--- src/rtl/cache_fill_arbiter_pkg.sv ---
// Shared definitions for the cache fill arbiter: FSM states, owner encoding,
// block geometry and the fill address helper.
package cache_fill_arbiter_pkg;

  localparam int BLOCK_WORDS = 8;
  localparam int MEM_LATENCY = 4;
  localparam int CNT_W       = 4;

  localparam logic [15:0] BLOCK_MASK = 16'hFFF0;

  typedef enum logic [1:0] {
    IDLE  = 2'd0,
    FILL  = 2'd1,
    WRITE = 2'd2,
    DONE  = 2'd3
  } state_t;

  typedef enum logic {
    OWN_I = 1'b0,
    OWN_D = 1'b1
  } owner_t;

  // Byte address of word k inside a block: base | (k << 1).
  function automatic logic [15:0] word_addr(input logic [15:0] base,
                                            input logic [2:0]  k);
    return base | {12'd0, k, 1'b0};
  endfunction

endpackage

--- src/rtl/cache_fill_arbiter_fill_counter.sv ---
// Saturating up-counter used for the read-issue and read-receive counts of a fill.
module fill_counter
  import cache_fill_arbiter_pkg::*;
#(
  parameter int W     = CNT_W,
  parameter int LIMIT = BLOCK_WORDS
) (
  input  logic         clk,
  input  logic         rst_n,
  input  logic         clr,
  input  logic         en,
  output logic [W-1:0] cnt
);

  localparam logic [W-1:0] MAX = W'(LIMIT);

  always_ff @(posedge clk) begin
    if (!rst_n || clr) begin
      cnt <= '0;
    end else if (en && (cnt != MAX)) begin
      cnt <= cnt + 1'b1;
    end
  end

endmodule

--- src/rtl/cache_fill_arbiter.sv ---
// Arbitrates I-cache misses, D-cache misses and D-cache write-through stores
// onto one pipelined main-memory port, and steers returning fill words.
module cache_fill_arbiter
  import cache_fill_arbiter_pkg::*;
#(
  parameter int DATA_W = 16
) (
  input  logic              clk,
  input  logic              rst_n,
  input  logic              i_miss,
  input  logic [15:0]       i_miss_addr,
  input  logic              d_miss,
  input  logic [15:0]       d_miss_addr,
  input  logic              d_wr_req,
  input  logic [15:0]       d_wr_addr,
  input  logic [DATA_W-1:0] d_wr_data,
  output logic              mem_en,
  output logic              mem_wr,
  output logic [15:0]       mem_addr,
  output logic [DATA_W-1:0] mem_wdata,
  input  logic [DATA_W-1:0] mem_rdata,
  input  logic              mem_valid,
  output logic              fill_we_i,
  output logic              fill_we_d,
  output logic [2:0]        fill_word,
  output logic [DATA_W-1:0] fill_data,
  output logic              i_fill_done,
  output logic              d_fill_done,
  output logic              d_wr_ack,
  output logic              busy
);

  localparam logic [CNT_W-1:0] LAST_WORD = CNT_W'(BLOCK_WORDS - 1);
  localparam logic [CNT_W-1:0] ALL_WORDS = CNT_W'(BLOCK_WORDS);

  state_t            state;
  owner_t            owner;
  logic [15:0]       base;
  logic [DATA_W-1:0] wdata;

  logic [CNT_W-1:0]  issue_cnt;
  logic [CNT_W-1:0]  rcv_cnt;
  logic              in_fill;
  logic              issuing;
  logic              beat;
  logic              grant_miss;

  assign in_fill    = (state == FILL);
  assign issuing    = in_fill && (issue_cnt < ALL_WORDS);
  // Beats outside FILL or past the last word are stale and dropped here.
  assign beat       = in_fill && mem_valid && (rcv_cnt < ALL_WORDS);
  assign grant_miss = (state == IDLE) && !d_wr_req && (d_miss || i_miss);

  fill_counter u_issue_cnt (
    .clk   (clk),
    .rst_n (rst_n),
    .clr   (grant_miss),
    .en    (issuing),
    .cnt   (issue_cnt)
  );

  fill_counter u_rcv_cnt (
    .clk   (clk),
    .rst_n (rst_n),
    .clr   (grant_miss),
    .en    (beat),
    .cnt   (rcv_cnt)
  );

  // Grants happen only in IDLE; priority is store > D miss > I miss.
  always_ff @(posedge clk) begin
    if (!rst_n) begin
      state <= IDLE;
      owner <= OWN_I;
      base  <= '0;
    end else begin
      case (state)
        IDLE: begin
          if (d_wr_req) begin
            state <= WRITE;
            base  <= d_wr_addr;
            wdata <= d_wr_data;
          end else if (d_miss) begin
            state <= FILL;
            owner <= OWN_D;
            base  <= d_miss_addr & BLOCK_MASK;
          end else if (i_miss) begin
            state <= FILL;
            owner <= OWN_I;
            base  <= i_miss_addr & BLOCK_MASK;
          end
        end
        FILL: begin
          if (beat && (rcv_cnt == LAST_WORD)) begin
            state <= DONE;
          end
        end
        WRITE:   state <= IDLE;
        DONE:    state <= IDLE;
        default: state <= IDLE;
      endcase
    end
  end

  // Outputs decode registered state; rst_n forces them quiet while held in reset.
  assign busy        = rst_n && (state != IDLE);
  assign mem_wr      = rst_n && (state == WRITE);
  assign mem_en      = rst_n && (issuing || (state == WRITE));
  assign mem_addr    = !rst_n          ? 16'd0 :
                       (state == WRITE) ? base :
                       issuing          ? word_addr(base, issue_cnt[2:0]) : 16'd0;
  assign mem_wdata   = mem_wr ? wdata : '0;
  assign d_wr_ack    = mem_wr;

  assign fill_we_i   = rst_n && beat && (owner == OWN_I);
  assign fill_we_d   = rst_n && beat && (owner == OWN_D);
  assign fill_word   = rst_n ? rcv_cnt[2:0] : 3'd0;
  assign fill_data   = rst_n ? mem_rdata : '0;

  assign i_fill_done = rst_n && (state == DONE) && (owner == OWN_I);
  assign d_fill_done = rst_n && (state == DONE) && (owner == OWN_D);

endmodule

--- config.mk ---
export PLATFORM = sky130hd
export DESIGN_NAME = cache_fill_arbiter
export DESIGN_NICKNAME = d
export VERILOG_FILES = /design/src/rtl/cache_fill_arbiter_pkg.sv /design/src/rtl/cache_fill_arbiter_fill_counter.sv /design/src/rtl/cache_fill_arbiter.sv
export SDC_FILE = /design/constraint.sdc
export NUM_CORES = 1
export LEC_CHECK = 0
export ABC_AREA = 1
export CORE_ASPECT_RATIO = 0.75
export CORE_UTILIZATION = 34
export DETAILED_ROUTE_END_ITERATION = 8
export GPL_TIMING_DRIVEN = 0
export PLACE_DENSITY = 0.77
export SKIP_LAST_GASP = 1
export SYNTH_ARGS = -nofsm -noshare
export SYNTH_HDL_FRONTEND = slang
export SYNTH_SLANG_ARGS = --single-unit
export TNS_END_PERCENT = 50
--- constraint.sdc ---
create_clock -name clk -period 1.45 [get_ports clk]
set_input_delay 0.3625 -clock clk [delete_from_list [all_inputs] [get_ports clk]]
set_output_delay 0.3625 -clock clk [all_outputs]
set_load 0.01 [all_outputs]
==> run_results.csv <==
group,metric,value,unit
cts,clockBufferDepth,2,
sta,setup_viol_count_final,55,
sta,rsz0062_at_grt,"true",
layout,n_fill_cell,596,
route,first_pass_iters,6,
synthesis,synth_top_family_by_area,"simple AND/OR/NAND/NOR gates",
power_and_ir_drop,static-leakage-power,0.00199,µW
route,ant_nets,0,
layout,multi_input_comb_area,1160,µm²
die,die-area,7330,µm²
die,placement_rows,25,
worst_hold_path,hold_path_end,"state[0]",
placement,cell_count_after_placement,548,
synthesis,yosysWarnings,0,
global_route,overflow,0,
layout,seqCellArea,1030,µm²
synthesis,post-synth-top-area-fraction,22.7,%
cts,clockRootBuffer,"clkbuf_8",
layout,postLayoutCoreUtil,63.2,%
die,die_w,98.5,µm
setup_path,worst_ep_arrival_time,1440,ps
sta,final.min_clock_period,1800,ps
cts,cts_max_level,2,
global_route,grt_pass1_vias,2393,
layout,design_area_final,4130,µm²
synthesis,synth-seq-area-share,43.0,%
run_status,violations,"DRC, setup timing",
sta,clock-skew-final,2.89,ps
placement,placement.io_buffers,136,
sta,timing.setup.tns,-11020,ps
setup_path,worstPathRequired,1090,ps
worst_hold_path,hold_path_startpoint,"rst_n",
synthesis,syn_avg_cell_area,7.18,µm²
route,via_per_inst,4.52,
die,coreArea,6540,µm²
flow_run,maxCapViolations,0,
global_route,gr_met3_demand_resource,4.32,%
synthesis,synth_most_common_cell,"nand2_1",
synthesis,synth_compound_area_share,6.58,%
placement,gp_congestion,0.780,
placement,dp_hpwl,5310,µm
route,dr_total_vias,2621,
cts,clock_sinks,43,
placement,placement.cell_area,3840,µm²
setup_path,reg2reg_from,"u_rcv_cnt.cnt[3]",
die,ios,145,
sta,fmaxAchievable,556,MHz
cts,tritoncts,"yes",
sta,fin_hold_viols,0,
sta,maxSlewHeadroom,70.4,%
sta,slew_violations,0,
worst_hold_path,hold_path_cell_cnt,3,
route,wl_per_cell,12.7,µm
power_and_ir_drop,power-per-cell-area,798,nW/µm²
global_route,antenna_found_initial,0,
sta,fin_worst_hold_slack,353,ps
global_route,grt.total_usage,19.8,%
setup_path,worst_setup_sp_type,"flip-flop",
run_status,run_status,"complete, but fails checks",
synthesis,synth-edff-count,16,
synthesis,yosysUniqueCellTypes,27,
global_route,grt_first_pass_wirelength,11500,µm
synthesis,portion_of_netlist_area_occupied_by_mux_cells,0,%
synthesis,largest_area_contributor_in_the_netlist,"dfxtp_1",
global_route,grt_start_max_net_pins,21,
route,totalWireLength,7340,µm
synthesis,synth_fp_nets,421,
layout,flow.area_growth_from_synthesis,74.0,%
setup_path,crit_path_max_fanout,5,
setup_path,worstRegToRegCells,10,
global_route,busiest_layer,"met2",
layout,layoutNonFillerInstCount,580,
synthesis,synthTopCellsByArea,"dfxtp_1 (23%), edfxtp_1 (20%), nand2_1 (10%)",
synthesis,post_synthesis_share_of_cell_area_spent_on_and_or_nand_and_nor_gates,34.3,%
route,drtIter0Drc,95,
synthesis,syn-cell-area,2380,µm²
synthesis,synth_xor_xnor_area_share,0.369,%
setup_path,critPathCaptureType,"output pin",
sta,worst-slew-pin-transition,444,ps
synthesis,async_flop_share,0,%
cts,clkSlewWorstSetupHoldPaths,80,ps
global_route,groute.layer.met1.usage,25.8,%
setup_path,ff2ff_setup_slack,-60,ps
sta,setup_slack,-349,ps
route,route.detailed.drc,9,
synthesis,synthAdderAreaFrac,2.11,%
setup_path,timing.setup.critical_path_class,"reg2out",
global_route,grt_util_met2,35.1,%
setup_path,rr_endpoint,"state[1]",
layout,finalNetCount,588,
cts,clock_latency,290,ps
synthesis,synth_top_flop_cell,"dfxtp_1",
sta,period_share,124,%
synthesis,netlist_instances,331,
die,die_h,74.4,µm
power_and_ir_drop,ir_worst_vdd,0.000525,V
cts,cts_buffers,5,
layout,layout_cell_share_with_drive_strength_beyond_1,32.1,%
synthesis,post_synth_most_frequent_cells,"nand2_1 (66), inv_1 (60), nor2_1 (43), nand3_1 (35), dfxtp_1 (27)",
worst_hold_path,worst_hold_path_type,"in2reg",
layout,antennaDiodeCount,0,
synthesis,synth.ff_latch_count,43,
die,initial_core_util,36.3,%
==> worst max-delay path, cell delays in order (launching register included) <==
cell and delay, ps:
dfxtp_2 360, inv_4 50, nand2_4 80, nor2_4 50
o21ai_4 260, buf_6 170, nor2_1 40, buf_2 130
==> power by group <==
part	switching [µW]	leakage, µW	internal [µW]
clock network	409	0.0000654	688
logic	401	0.00156	434
registers	38.6	0.000371	1330
total	849	0.00199	2450
==> sequential cells by signal, indices dropped and copies added (netlist names) <==
register / count
base: 16
wdata: 16
u_issue_cnt.cnt: 4
u_rcv_cnt.cnt: 4
state: 2
owner: 1
==> layer usage <==
| layer | part of all wire [%] | wire length [µm] |
|---|---|---|
| met5 | 0 | 0 |
| met3 | 6.8 | 500 |
| met1 | 45 | 3270 |
| met2 | 48 | 3540 |
| met4 | 0.34 | 25 |
==> layout by cell type, fill, tap and decap left out, types with 2 or more instances in the layout <==
cell type,n
or2_2,11
edfxtp_1,16
clkbuf_8,5
clkinvlp_4,3
clkbuf_1,3
nand4_1,2
nor2_4,9
dfxtp_1,25
buf_6,21
inv_2,4
nand3_2,7
inv_1,57
bufinv_16,2
nand2_1,64
nand2_4,3
nand2_2,4
nor3_2,2
ha_1,4
nor2_1,23
inv_4,2
dlygate4sd2_1,4
clkdlybuf4s15_1,2
nor2_2,14
o21ai_0,5
nand3_1,33
buf_2,49
a21oi_1,23
buf_4,14
clkdlybuf4s50_1,75
==> timing repair <==
action | CTS | global route
endpoints found under the setup margin | 91 | 85
gates cloned | 2 | 3
gates resized for setup | 245 | 58
pin swaps | 11 | 5
buffers inserted | 19 | 0
hold buffers | 0 | 0
==> layout make-up <==
type,count,area share [%]
plain buffers,14,2.85
clock buffers,6,1.76
clock inverters,2,1.45
inverters,65,6.23
multi-input cells,209,28.0
flip-flops and latches,43,24.8
well taps,81,2.45
repair buffers,157,32.0
repair inverters,3,0.484
==> stage by stage <==
stage	setup slack (ps)	power, µW
floorplan	-19.8	1740
global placement	-1130	2120
detailed placement	-1160	2140
CTS	-360	3270
global route	-417	3450
finish	-349	3300
==> worst max-delay path by stage <==
| stage | cells after the start | start | end |
|---|---|---|---|
| finish | 7 | state[1] | mem_addr[11] |
| global route | 7 | state[1] | mem_addr[9] |
| CTS | 7 | state[1] | mem_addr[9] |
| detailed placement | 5 | rst_n | busy |
| global placement | 5 | rst_n | busy |
| floorplan | 6 | state[1] | mem_wr |
==> logic make-up (layout without fill, tap and decap cells) <==
kind of cell,Yosys count,in the layout
AND/OR/NAND/NOR,175,175
buffers and inverters,79,247
flip-flops,43,43
AO/OA/AOI/OAI,29,29
adder cells (fa/ha/maj),4,4
XOR/XNOR,1,1
(Power assumes the default switching activity.)
